File: config.mk
export PLATFORM = sky130hd
export DESIGN_NAME = rom_arbiter
export DESIGN_NICKNAME = d
export VERILOG_FILES = /design/src/rtl/rom_arbiter.sv
export SDC_FILE = /design/constraint.sdc
export NUM_CORES = 1
export LEC_CHECK = 0
export ABC_AREA = 0
export BUFFER_PORTS_ARGS = -buffer_cell sky130_fd_sc_hd__buf_2
export CORE_ASPECT_RATIO = 0.5
export CORE_MARGIN = 10
export CORE_UTILIZATION = 58
export CTS_BUF_LIST = sky130_fd_sc_hd__clkbuf_8
export DETAILED_ROUTE_END_ITERATION = 7
export PLACE_DENSITY = 0.95
export SETUP_SLACK_MARGIN = 0.3
export SLEW_MARGIN = 20
export SYNTH_ARGS = -nofsm -noshare
export SYNTH_HDL_FRONTEND = slang
export SYNTH_SLANG_ARGS = --single-unit
export TNS_END_PERCENT = 10
File: constraint.sdc
create_clock -name clk -period 5.9 [get_ports clk]
set_clock_uncertainty 0.15 [all_clocks]
set_input_delay 0.59 -clock clk [delete_from_list [all_inputs] [get_ports clk]]
set_output_delay 0.59 -clock clk [all_outputs]
set_load 0.1 [all_outputs]
File: src/rtl/rom_arbiter.sv
// rom_arbiter: shares one sync ROM between a priority display port and a starvation-bounded decrypter port
// Ports: clk/rst (sync, active-low); disp_req/disp_addr -> disp_valid/disp_data;
// dec_req/dec_addr -> dec_gnt, dec_valid/dec_data; rom_addr/rom_dout to the ROM;
// disp_miss_cnt counts display requests lost to forced decrypter grants.
// MISS_RST is the reset value of disp_miss_cnt, left at 0 except to preset the counter.
module rom_arbiter #(
  parameter int ADDR_W = 15,
  parameter int DATA_W = 8,
  parameter int MAX_WAIT = 64,
  parameter logic [15:0] MISS_RST = 16'd0
) (
  input  logic              clk,
  input  logic              rst,
  input  logic              disp_req,
  input  logic [ADDR_W-1:0] disp_addr,
  output logic              disp_valid,
  output logic [DATA_W-1:0] disp_data,
  input  logic              dec_req,
  input  logic [ADDR_W-1:0] dec_addr,
  output logic              dec_gnt,
  output logic              dec_valid,
  output logic [DATA_W-1:0] dec_data,
  output logic [ADDR_W-1:0] rom_addr,
  input  logic [DATA_W-1:0] rom_dout,
  output logic [15:0]       disp_miss_cnt
);
  typedef enum logic [1:0] {IDLE = 2'd0, DISP = 2'd1, DEC = 2'd2} slot_t;
  localparam logic [15:0] WMAX = 16'(MAX_WAIT - 1);
  slot_t w_slot, r_tag1, r_tag2;
  logic [15:0] r_wait;
  logic w_dec_ok, w_force;
  // a held request is never re-granted while its grant pulse is still high
  assign w_dec_ok = dec_req && !dec_gnt;
  assign w_force = w_dec_ok && (r_wait == WMAX);
  always_comb w_slot = w_force ? DEC : disp_req ? DISP : w_dec_ok ? DEC : IDLE;
  always_ff @(posedge clk) begin
    if (!rst) begin
      rom_addr <= '0;
      disp_data <= '0;
      dec_data <= '0;
      disp_valid <= 1'b0;
      dec_valid <= 1'b0;
      dec_gnt <= 1'b0;
      disp_miss_cnt <= MISS_RST;
      r_wait <= '0;
      r_tag1 <= IDLE;
      r_tag2 <= IDLE;
    end else begin
      if (w_slot == DISP) rom_addr <= disp_addr;
      else if (w_slot == DEC) rom_addr <= dec_addr;
      dec_gnt <= (w_slot == DEC);
      // tag stage 1 tracks the ROM address register, stage 2 the ROM output register
      r_tag1 <= w_slot;
      r_tag2 <= r_tag1;
      disp_valid <= (r_tag2 == DISP);
      dec_valid <= (r_tag2 == DEC);
      if (r_tag2 == DISP) disp_data <= rom_dout;
      if (r_tag2 == DEC) dec_data <= rom_dout;
      if (w_force && disp_req && disp_miss_cnt != 16'hFFFF) disp_miss_cnt <= disp_miss_cnt + 16'd1;
      r_wait <= (w_slot == DEC || !dec_req) ? 16'd0 : (!dec_gnt && r_wait != WMAX) ? r_wait + 16'd1 : r_wait;
    end
  end
endmodule

==> flow_summary.toml <==
[synthesis]
synth_seq_cells = 70
ys_seq_area_share_pct = 43.5
ys_top_cells_by_area = "dfxtp_1, nand2_1, nor2_1"
syn-num-nets = 418
ys_async_sr_fraction_pct = 0
synth_cell_types = 45
yosysWarnings = 0
synthesis.instances = 374
yosysTopAreaCell = "dfxtp_1"
synth_edf_count = 0
avgSynthCellArea_sq_um = 8.60
ys.flop_type = "dfxtp_1"
synth_top_area_share_pct = 43.5
syn-cell-area_sq_um = 3220

[floorplanning]
core_area_sq_um = 5420
fp.dieH_microns = 72.7
die_w_microns = 125
start_util_pct = 59.4
fp.dieArea_sq_um = 9110
fp-row-count = 19
pin_count = 92

[drt]
vias = 3034
post_drt_wl_per_cell_microns = 16.1
final_antenna_net_count = 0
drt_pre_antenna_iters = 4
drtIter0Drc = 212
drc = 0
wl_microns = 8570
viasPerCell = 5.68

[sta]
hold_viol = 0
clock.fmax_mhz = 347
finalCriticalPeriod_ns = 2.88
max_slew_margin_pct = 30.9
tightest_slew_ns = 1.03
hold_ws_ns = 0.303
setup_ws_ns = 3.02
maxSlewViolCount = 0
tns_ns = 0
rsz0062_at_grt = "no"
final-setup-viol-count = 0
min_period_over_period_pct = 48.9

[global_routing]
grt_pass1_vias = 2990
grt_usage_pct = 18.5
grt_antenna_before_repair = 0
grt_start_max_net_pins = 31
grt-ovfl-total = 0
grt_pass1_wl_microns = 14000

[hold_path]
hp-class = "input port to flip-flop"
hold_depth = 3

[power]
p_per_area_nw_per_um2 = 278
p_leak_uw = 0.00162
vdd_drop_max_mv = 0.201

[clocking]
hold_buffers = 0
clkSlewWorstSetupHoldPaths_ns = 0.08
root_buffer = "clkbuf_8"
post_cts_resized = 0
cts_made_buffers = 9
clk_latency_ns = 0.36
h-tree-depth = 3
max-clock-path-buffers = 2
cts.sinks = 70
cts_tree = "yes"
postCtsSetupBuffers = 0

[finish]
fin_cells = 534
mostFrequentLayoutCells = "buf_2, dfxtp_1, nand2_1"
drive_gt1_share_pct = 28.6
diodes = 0
area_growth_pct = 21.5
nNetsFinal = 500
nFillCells = 411
layout_commonest_cell = "buf_2"

[critical_path]
crit_path_end_kind = "flip-flop"
max_stage_delay_ns = 0.73
startpoint_type = "flip-flop"
worstPathMaxFanout = 11
arrival_ns = 2.91
required_ns = 5.93
crit_chain = "ha_1 > and4_1 > nand4_2 > and2_1 > o21bai_1 > nor2_1"
path_class = "flip-flop to flip-flop"
critical_path.slowest_cell = "o21bai_1"
r2r_cells = 6

[placed_design]
dp_hpwl_microns = 5930
dp_slack_ns = 3.09
io_buffer_count = 91
gp_congestion = 0.812
dp.cells = 518

[job]
maxCapViolCount = 0

[status]
outcome = "finished clean"
## sequential cells by signal, summed over array words and instances, names as in the netlist
register	flops
dec_data	8
dec_gnt	1
r_wait	16
disp_miss_cnt	16
rom_addr	15
dec_valid	1
disp_valid	1
r_tag1	2
r_tag2	2
disp_data	8
## cell families after synthesis
family                     Yosys count  share of synthesized area, %
and+or+nand+nor                    183                          29.1
muxes                               21                          7.12
adders and majority gates            2                         0.777
AOI/OAI and AO/OA                   63                          13.3
DFF                                 70                          43.5
xor gates and xnor gates            12                          3.27
buffers and inverters               23                          2.92
## path summary, 6_finish.rpt
kind | from | end | slack, ns
worst min-delay path | disp_addr[12] | rom_addr[12]$_SDFFE_PN0P_ | 0.30
worst max-delay path | r_wait[0]$_SDFFE_PP0P_ | r_wait[15]$_SDFFE_PP0P_ | 3.02
worst max register to register | r_wait[0]$_SDFFE_PP0P_ | r_wait[15]$_SDFFE_PP0P_ | 3.02
worst min register to register | disp_data[0]$_SDFFE_PN0P_ | disp_data[0]$_SDFFE_PN0P_ | 0.31
## routing by layer
layer  GRT usage (%)  part of all wire (%)
met3            8.56                   9.5
met2            30.2                    46
met4            6.73                   1.8
met1            21.2                    43
met5               0                     0
## final cells by class
class	count	area (sq um)	share of cell area (%)
multi-input combinational	281	1730	44.1
clock buffer	10	138	3.52
sequential	70	1400	35.9
clock inverter	6	86.3	2.21
timing repair buffer	91	455	11.7
inverter	3	11.3	0.288
tap	73	91.3	2.34
## through the flow
step / area [sq um] / util (%) / power, uW
after floorplan: 3220 / - / 627
after global placement: 3680 / 68.0 / 660
after detailed placement: 3680 / 68.0 / 664
after CTS: 3910 / 72.1 / 1090
after global routing: 3910 / 72.1 / 1130
final: 3910 / 72.1 / 1090
## synth_stat cells, types with 7 or more instances
library cell and instances:
o221ai_1 15, nor2_1 51, dfxtp_1 70, nand3_1 12, mux2_2 15, nor2b_1 7, nand2_1 54, clkbuf_1 15
o21ai_0 9, and3_1 7, xor2_1 9, nand4_1 11, a21oi_1 28
## worst max-delay path: cells and delay by family, from the launching register on
kind                     cells  cell delay [ns]
flip-flops                   1             0.42
AND/OR/NAND/NOR              4             1.24
adder cells (fa/ha/maj)      1             0.18
AO/OA/AOI/OAI                1             0.73
## power breakdown
group,switching (uW),internal [uW],total [uW]
registers,7.29,485,492
clock network,185,249,434
logic,123,37.8,161
No activity file was read; power rests on OpenSTA's default activity.
